File: config.mk
export PLATFORM = sky130hd
export DESIGN_NAME = dmem_arbiter
export DESIGN_NICKNAME = d
export VERILOG_FILES = /design/src/rtl/dmem_arbiter.sv
export SDC_FILE = /design/constraint.sdc
export NUM_CORES = 1
export LEC_CHECK = 0
export ABC_AREA = 1
export CORE_AREA = 2 2 643 645
export CTS_BUF_LIST = sky130_fd_sc_hd__clkbuf_8
export CTS_CLUSTER_SIZE = 8
export DETAILED_ROUTE_END_ITERATION = 8
export DIE_AREA = 0 0 645 647
export PLACE_DENSITY = 0.3
export SLEW_MARGIN = 5
export SYNTH_ARGS = -nofsm -noshare
export SYNTH_HDL_FRONTEND = slang
export SYNTH_SLANG_ARGS = --single-unit
File: constraint.sdc
create_clock -name clk_i -period 2.1 [get_ports clk_i]
set_input_delay 0.21 -clock clk_i [delete_from_list [all_inputs] [get_ports clk_i]]
set_output_delay 0.21 -clock clk_i [all_outputs]
set_load 0.02 [all_outputs]
File: src/rtl/dmem_arbiter.sv
// Round-robin arbiter sharing one Data Memory port between the I-cache (port 0)
// and the D-cache (port 1). The grant stays with the owner while its enable is held.
module dmem_arbiter #(
    parameter int unsigned ADDR_W  = 32,
    parameter int unsigned DATA_W  = 256,
    parameter int unsigned TIMEOUT = 255
) (
    input  logic              clk_i,
    input  logic              rst_i,
    input  logic              m0_enable_i,
    input  logic              m0_write_i,
    input  logic [ADDR_W-1:0] m0_addr_i,
    input  logic [DATA_W-1:0] m0_data_i,
    output logic              m0_ack_o,
    output logic [DATA_W-1:0] m0_data_o,
    input  logic              m1_enable_i,
    input  logic              m1_write_i,
    input  logic [ADDR_W-1:0] m1_addr_i,
    input  logic [DATA_W-1:0] m1_data_i,
    output logic              m1_ack_o,
    output logic [DATA_W-1:0] m1_data_o,
    output logic              mem_enable_o,
    output logic              mem_write_o,
    output logic [ADDR_W-1:0] mem_addr_o,
    output logic [DATA_W-1:0] mem_data_o,
    input  logic [DATA_W-1:0] mem_data_i,
    input  logic              mem_ack_i,
    output logic [1:0]        grant_o,
    output logic              timeout_o
);

    localparam int unsigned     CNT_W   = (TIMEOUT > 0) ? $clog2(TIMEOUT + 1) : 1;
    localparam logic [CNT_W-1:0] CNT_MAX = CNT_W'(TIMEOUT);

    typedef enum logic [1:0] {
        IDLE,
        OWN0,
        OWN1
    } state_t;

    state_t           state;
    logic             last;
    logic [CNT_W-1:0] cnt;
    logic [CNT_W-1:0] cnt_inc;
    logic [1:0]       grant;
    logic             timeout;
    logic             owner_en;
    logic             count_en;

    always_comb begin
        owner_en = 1'b0;
        case (state)
            OWN0:    owner_en = m0_enable_i;
            OWN1:    owner_en = m1_enable_i;
            default: owner_en = 1'b0;
        endcase
    end

    // Counter saturates at TIMEOUT so a long stall can never wrap it back to zero.
    assign count_en = (TIMEOUT != 0) && owner_en && !mem_ack_i && (cnt != CNT_MAX);
    assign cnt_inc  = cnt + 1'b1;

    always_ff @(posedge clk_i or negedge rst_i) begin
        if (!rst_i) begin
            state   <= IDLE;
            last    <= 1'b1;
            cnt     <= '0;
            grant   <= '0;
            timeout <= 1'b0;
        end else begin
            case (state)
                IDLE: begin
                    cnt <= '0;
                    if (m0_enable_i && (!m1_enable_i || last)) begin
                        state <= OWN0;
                        last  <= 1'b0;
                        grant <= 2'b01;
                    end else if (m1_enable_i) begin
                        state <= OWN1;
                        last  <= 1'b1;
                        grant <= 2'b10;
                    end
                end
                OWN0: begin
                    if (!m0_enable_i) begin
                        cnt <= '0;
                        if (m1_enable_i) begin
                            state <= OWN1;
                            last  <= 1'b1;
                            grant <= 2'b10;
                        end else begin
                            state <= IDLE;
                            grant <= '0;
                        end
                    end else if (mem_ack_i) begin
                        cnt <= '0;
                    end else if (count_en) begin
                        cnt <= cnt_inc;
                        if (cnt_inc == CNT_MAX) timeout <= 1'b1;
                    end
                end
                OWN1: begin
                    if (!m1_enable_i) begin
                        cnt <= '0;
                        if (m0_enable_i) begin
                            state <= OWN0;
                            last  <= 1'b0;
                            grant <= 2'b01;
                        end else begin
                            state <= IDLE;
                            grant <= '0;
                        end
                    end else if (mem_ack_i) begin
                        cnt <= '0;
                    end else if (count_en) begin
                        cnt <= cnt_inc;
                        if (cnt_inc == CNT_MAX) timeout <= 1'b1;
                    end
                end
                default: begin
                    state <= IDLE;
                    grant <= '0;
                    cnt   <= '0;
                end
            endcase
        end
    end

    always_comb begin
        mem_enable_o = 1'b0;
        mem_write_o  = 1'b0;
        mem_addr_o   = '0;
        mem_data_o   = '0;
        m0_ack_o     = 1'b0;
        m1_ack_o     = 1'b0;
        case (state)
            OWN0: begin
                mem_enable_o = m0_enable_i;
                mem_write_o  = m0_write_i;
                mem_addr_o   = m0_addr_i;
                mem_data_o   = m0_data_i;
                m0_ack_o     = mem_ack_i;
            end
            OWN1: begin
                mem_enable_o = m1_enable_i;
                mem_write_o  = m1_write_i;
                mem_addr_o   = m1_addr_i;
                mem_data_o   = m1_data_i;
                m1_ack_o     = mem_ack_i;
            end
            default: ;
        endcase
    end

    assign m0_data_o = mem_data_i;
    assign m1_data_o = mem_data_i;
    assign grant_o   = grant;
    assign timeout_o = timeout;

endmodule

; Yosys cells after proc, flatten, opt, wreduce, memory -nomap -nowiden
; Cells that the tools add are included.
[totals]
register_bits = 12
latch_bits = 0
mem_bits_rw = 0
rom_bits = 0
in_bits = 839
out_inout_bits = 807
wordCells = 57
n_memories = 0
[op_classes]
n_addsub = 1
multipliers = 0
div = 0
order_cmp = 0
eq_ne = 10
n_shift = 0
mux = 30
n_bitwise = 0
reduce_logical = 12
[ops]
columns = operator, count
row1 = one-hot mux 256 bit (2 select lines), 1
row2 = one-hot mux 32 bit (2 select lines), 1
row3 = two-way mux 8 bit, 4
row4 = one-hot mux 8 bit (2 select lines), 1
row5 = two-way mux 1 bit, 13
row6 = two-way mux 2 bit, 5
row7 = "inequality test 2 bit, second input constant", 5
row8 = "adder 8 x 1 -> 8 bit, second input constant", 1
row9 = "== test 8 bit, second input constant", 1
row10 = "inequality test 8 bit, second input constant", 1
row11 = one-hot mux 1 bit (2 select lines), 3
row12 = one-hot mux 2 bit (3 select lines), 1
row13 = AND reduction 3 bit, 2
row14 = AND reduction 4 bit, 1
row15 = logical AND 1 bit, 3
row16 = "inequality test 3 bit, second input constant", 1
row17 = one-hot mux 1 bit (3 select lines), 1
row18 = nonzero test 3 bit, 1
row19 = "== test 2 x 1 -> 1 bit, second input constant", 1
row20 = "== test 2 bit, second input constant", 1
row21 = zero test 1 bit, 2
row22 = zero test 2 bit, 1
row23 = nonzero test 2 bit, 1
row24 = logical OR 1 bit, 1

; Depth between registers and ports, before layout
; Gate-level depths: netlist of run 1.
[logic_depth]
word_depth = 8
ltp_mapped = 11
ltp_nobuf = 10

; Worst setup path after synthesis of run 1
; No wires, ideal clock.
[synth_path]
kind = register -> output
startpoint = register grant_o[0] (netlist name)
endpoint = output port mem_data_o[166]
t_arrival_ns = 1.658
required_time_ns = 1.890
slack_ns = 0.232
path_stages_with_launch = 7
path_buffers = 2
cell_sequence = dfrtp_1 > inv_1 > ha_1 > inv_1 > buf_2 > buf_1 > a21oi_1
[synth_rtl]
columns = element, line
row1 = to (decl), 25  ; output logic [DATA_W-1:0] mem_data_o,

==> summary.txt, run 1 <==
largest net degree at the start of global routing: 49
CP endpoint kind: primary output
WP data required: 1.89 ns
fillcell total: 48300
Least-Margin Pin Slew: 0.717 ns
maxcap violations: 0
Rows: 236
fin nets: 2966
clk buf depth: 2
violated checks: negative setup slack
Die H: 647 um
htree depth: 1
Skew-Pair Late Insertion Delay: 0.25 ns
clk root buf: clkbuf_8
Buf/Inv on CP: 6
number of global-route vias before repair: 14300
final worst slack: -0.317 ns
drt first pass iters: 5
RSZ-0062 raised after global routing: yes
Yosys top cell area share: 44.5%
number of synthesized flops with an enable pin: 0
CORE AREA: 0.411 mm2
per-cell routed wire length: 45.3 um
Pleak: 8.48 nW
CTS tree: done
clock skew: 0.00307 ns
Setup-failing EPs final: 283
Top Ports: 1646
layout cells sized above 1: 44.5%
CP Cell Sequence: inv_2 > ha_4 > buf_12 > buf_12 > bufbuf_16 > nand2_1 > a21oi_4 > buf_4 > buf_12
global-route wire length before repair: 372 mm
hold_buf cts: 0
syn avg cell area: 5.52 um2
CP peak stage delay: 0.40 ns
most common cell in the netlist: nand2_1
Detailed Place HPWL: 323 mm
post-route clock period utilization: 115%
Slew Viols, Final: 0
area leader, netlist: buf_4
clk slew on worst S/H paths: 0.07 ns
DRT antenna net count: 0
routed wire length: 346 mm
Cells after Synth: 1603
Seq/Total Area, Yosys: 3.41%
Synth Flop Type: dfrtp_1
top post-synthesis cells by count: 616 x nand2_1, 524 x buf_4, 295 x a21oi_1
#FFs+latches synth: 12
Starting DRT DRC Count: 1125
crit path launch type: flop
die area: 0.417 mm2
stages on the worst setup path: 9
initial antenna violation count: 237
setup TNS: -43.31 ns
slowest cell on the critical path: dfrtp_1
Area Overhead vs Synth: 222%
I/O Buffers: 877
DR vias/cell: 2.02
total gr overflow: 0
Place WS: -0.964 ns
Yosys cell types: 27
max frequency: 414 MHz
GPL Wtd Cong: 0.868
hold crit path type: input port to async pin
Power Dens Cells: 1230 mW/mm2
Die X: 645 um
fin crit period: 2.42 ns
Post-Syn Area: 0.00884 mm2
final hold vios: 0
clock sinks: 12
most used cell, CP: buf_12
total CTS buffers: 3
top cells by area, synth: buf_4 44%, nand2_1 26%, a21oi_1 17%
Worst slew margin: 52.0%
Syn Nets: 2448
Critical Path AT: 2.21 ns
crit path max fanout: 6
outcome: finished, violations left
Worst VDD drop: 0.800 mV
ys async rst share: 100%
vias post-DR: 15400
starting density of the core: 2.15%
Crit Path Class: flop to primary output
Remaining DRCs: 0
worst r2r path cells: 14
Yosys warning count: 0
Total GRT Usage: 15.7%
delay-heaviest family, CP: buffers and inverters
==> cells in the final DEF, fill, tap and decap left out, types with 2 or more instances in the layout <==
cell               n
bufbuf_16          8
a21oi_4           77
a21oi_1           47
nand2_4           48
buf_8             10
dlymetal6s2s_1     8
inv_1             20
a21oi_2          171
clkbuf_16         13
nand2_1          472
buf_12           270
nand2_8           16
clkbuf_8           4
nand3_1            8
nor2_1            10
nor2_4             2
buf_6             68
nand2_2           84
buf_16            25
ha_1               3
inv_2              2
buf_4            136
dfrtp_1           11
clkdlybuf4s50_1  585
diode_2           34
ha_4               3
o21ai_0            5
==> repair_timing <==
action | in CTS | in global routing
resized for setup | 484 | 439
setup buffers | 38 | 50
gates cloned | 25 | 14
setup endpoints to repair | 292 | 300
pin swaps | 64 | 122
==> registers in the layout, summed over array words and instances, names as in the netlist <==
register / cells
cnt: 8
grant_o: 2
timeout_o: 1
last: 1
==> where the power goes <==
part	internal [mW]	switching, mW
logic	14.4	20.1
clock network	0.166	0.111
registers	0.269	0.0202
total	14.8	20.2
==> stage by stage <==
| step | cell area [um2] | total power [mW] | cells | utilization [%] | hold slack, ns |
|---|---|---|---|---|---|
| floorplan | 8840 | 8.89 | 1603 | - | -0.0856 |
| global placement | 23600 | 27.1 | 7476 | 5.73 | 0.420 |
| detailed placement | 23600 | 27.1 | 7476 | 5.73 | 0.420 |
| CTS | 25800 | 32.2 | 7538 | 6.29 | 0.412 |
| global route | 28400 | 37.1 | 7617 | 6.91 | 0.420 |
| finish | 28400 | 35.0 | 7628 | 6.92 | 0.382 |
==> cells by family (layout without fill, tap and decap cells) <==
kind of cell             count (synthesis)  count (layout)  share of synthesized area (%)
XOR/XNOR                                 1               1                         0.0991
flip-flops                              12              12                           3.41
AND/OR/NAND/NOR                        644             644                           28.1
adder cells (fa/ha/maj)                  6               6                          0.849
other                                    0              34                              0
AO/OA/AOI/OAI                          305             305                           17.4
buffers and inverters                  635            1152                           50.2
==> layout make-up <==
cell class              count  area, um2  share of cell area [%]
repair buffers           1124      14600                    51.2
flip-flops and latches     12        302                    1.06
inverters                  24        109                   0.383
well taps                5474       6850                    24.1
clock buffers               4       55.1                   0.194
diodes                     34       85.1                   0.299
multi-input cells         956       6470                    22.8
==> per-layer routing <==
layer  global-route usage [%]  share of wire [%]  vias up
li1                         -                  -     5616
met1                     10.9                 24     6716
met2                     24.9                 44     2290
met3                     20.3                 27      626
met4                     4.18                3.4      164
met5                     1.19               0.49        -
==> worst paths after layout <==
path	slack [ns]	from	end
worst min register to register	0.48	timeout_o	timeout_o
worst max register to register	-0.14	grant_o[1]	timeout_o
max in group asynchronous	1.26	rst_i	grant_o[1]
min in group clk_i	0.42	mem_data_i[195]	m0_data_o[195]
worst max-delay path	-0.32	grant_o[1]	mem_data_o[171]
worst min-delay path	0.38	rst_i	timeout_o
Note: power is estimated with default switching activity, not from simulation.
==> run 2, diff against run 1 <==
- CAP_MARGIN: unset -> 30
==> summary.txt, run 2 (same netlist as run 1, synthesis figures left out) <==
final instance area: 0.0290 mm2 (+2.1%)
Reg power frac: 0.8% (about the same)
Die X: 645 um (unchanged)
max frequency: 412 MHz (-0.49%)
delay-heaviest family, CP: buffers and inverters
Total GRT Usage: 15.6% (-0.082 points)
fillcell total: 48200 (-0.19%)
clock sinks: 12 (unchanged)
Worst VDD drop: 1.04 mV (+30%)
per-cell routed wire length: 45.1 um (-0.41%)
most common cell after layout, fill and taps aside: clkdlybuf4s50_1
drt first pass iters: 6 (+1)
WP data required: 1.89 ns (about the same)
layout cells sized above 1: 46.7% (+2.1 points)
total gr overflow: 0 (unchanged)
die area: 0.417 mm2 (unchanged)
post-route clock period utilization: 116% (+0.56 points)
total CTS buffers: 3 (unchanged)
Skew-Pair Late Insertion Delay: 0.26 ns (about the same)
hold crit path type: input port to async pin
Top Ports: 1646 (unchanged)
final hold vios: 0 (unchanged)
R2R Path Start: grant_o[0]
Power Dens Cells: 1230 mW/mm2 (-0.26%)
Setup-failing EPs final: 267 (-5.7%)
CORE AREA: 0.411 mm2 (unchanged)
Worst slew margin: 51.2% (-0.88 points)
RSZ-0062 raised after global routing: yes
final worst slack: -0.329 ns (-0.0119 ns)
clk root buf: clkbuf_8
CP peak stage delay: 0.37 ns (-0.03 ns)
fin nets: 2955 (-0.37%)
starting density of the core: 2.15% (unchanged)
Detailed Place HPWL: 323 mm (about the same)
largest net degree at the start of global routing: 49 (unchanged)
number of global-route vias before repair: 13900 (-2.9%)
outcome: finished, violations left
most used cell, CP: buf_12
Placement Cell Area: 0.0236 mm2 (+0.22%)
setup TNS: -33.76 ns (+9.55 ns)
Int Power: 14.9 mW (+0.22%)
max reg flops: 8 (unchanged)
CP Launch Point: grant_o[1]
vias post-DR: 15400 (-0.16%)
Slew Viols, Final: 0 (unchanged)
Least-Margin Pin Slew: 0.730 ns (+0.0132 ns)
clk buf depth: 2 (unchanged)
Sw Pwr: 20.8 mW (+3.0%)
Critical Path AT: 2.22 ns (about the same)
GPL Wtd Cong: 0.868 (unchanged)
# placed instances: 7482 (+0.080%)
clock skew: 0.00203 ns (-0.00103 ns)
htree depth: 1 (unchanged)
Biggest register: cnt
non-filler cells, final: 7626 (-0.026%)
Crit Path Class: flop to primary output
clock share of power: 0.8% (about the same)
violated checks: negative setup slack
clk slew on worst S/H paths: 0.07 ns (about the same)
DR vias/cell: 2.02 (-0.14%)
initial antenna violation count: 236 (-0.42%)
DRT antenna net count: 0 (unchanged)
global-route wire length before repair: 370 mm (-0.66%)
crit path max fanout: 31 (+25)
Place WS: -0.703 ns (+0.261 ns)
hold slack: 0.382 ns (+0.000179 ns)
Die H: 647 um (unchanged)
Starting DRT DRC Count: 1057 (-6.0%)
I/O Buffers: 877 (unchanged)
Pleak: 8.74 nW (+3.0%)
CP endpoint kind: primary output
fin crit period: 2.43 ns (+0.0119 ns)
maxcap violations: 0 (unchanged)
crit path launch type: flop
Area Overhead vs Synth: 228%
CTS tree: done
Remaining DRCs: 0 (unchanged)
Sw Share: 58.3% (+0.66 points)
slowest cell on the critical path: dfrtp_1
Rows: 236 (unchanged)
most frequent cells in the layout: 585 x clkdlybuf4s50_1, 406 x nand2_1, 269 x buf_12
routed wire length: 344 mm (-0.44%)
Logic pwr share: 98.4% (about the same)
CP Cell Sequence: inv_2 > ha_4 > inv_16 > buf_12 > buf_12 > a21oi_4 > buf_6 > buf_12
Buf/Inv on CP: 6 (unchanged)
run 2: changes by cell type in the layout (fill, tap and decap cells not counted), moves of 9 or more:
cell and delta:
nand2_1 -66, a21oi_2 -61, nand2_4 +60, a21oi_4 +44, a21oi_1 +17, buf_4 -13, diode_2 +9
run 2: path summary, 6_finish.rpt:
path / endpoint / slack (ns) / depth (start not counted)
setup / recovery: mem_addr_o[8] / -0.33 / 8
hold reg to reg: timeout_o / 0.48 / 2
setup reg to reg: timeout_o / -0.01 / 14
min in group clk_i: m0_data_o[195] / 0.42 / 0
hold / removal: timeout_o / 0.38 / 1
max in group asynchronous: cnt[2] / 1.26 / 1
run 2: timing repair:
item                                    CTS  global route
hold buffers                              0             0
buffers inserted                         23            60
gates resized for setup                 410           685
cloned                                   15            18
pin swaps                                53           166
endpoints found under the setup margin  292           292
run 2: worst register-to-register path, stage by stage (launching register included):
cell and delay, ns:
dfrtp_1 0.39, inv_2 0.12, ha_4 0.18, buf_12 0.17, buf_12 0.15, buf_16 0.18, nand2_4 0.07, nand2_4 0.09
clkinv_4 0.05, buf_4 0.15, nor2_8 0.13, nand2_4 0.07, nor2_2 0.09, nand3_1 0.12, nand2_1 0.08
run 2: cell type report:
class	count	area (um2)	share of cell area [%]
Antenna cell	43	108	0.371
Clock buffer	4	55.1	0.190
Inverter	24	111	0.383
Multi-Input combinational cell	956	7260	25.0
Sequential cell	12	302	1.04
Tap cell	5474	6850	23.6
Timing Repair Buffer	1113	14400	49.4
run 2: power groups by stage:
stage	registers, mW	logic, mW	clock network (mW)
3_3_place_gp	0.288	26.9	0
6_report	0.286	35.1	0.291
5_1_grt	0.290	37.2	0.316
2_1_floorplan	0.316	8.57	0
4_1_cts	0.286	30.4	0.303
3_5_place_dp	0.288	26.9	0
run 2: routing by layer:
layer / vias up / global-route usage, % / routed length, um
li1: 5597 / - / -
met1: 6729 / 10.4 / 80400
met2: 2294 / 24.9 / 153000
met3: 613 / 21.0 / 97700
met4: 154 / 3.85 / 11500
met5: - / 0.636 / 1320
run 2: stage by stage:
| step | total power, mW | utilization, % |
|---|---|---|
| 3_3_place_gp | 27.1 | 5.73 |
| 2_1_floorplan | 8.89 | - |
| 3_5_place_dp | 27.2 | 5.75 |
| 6_report | 35.6 | 7.06 |
| 4_1_cts | 31.0 | 6.16 |
| 5_1_grt | 37.8 | 7.05 |
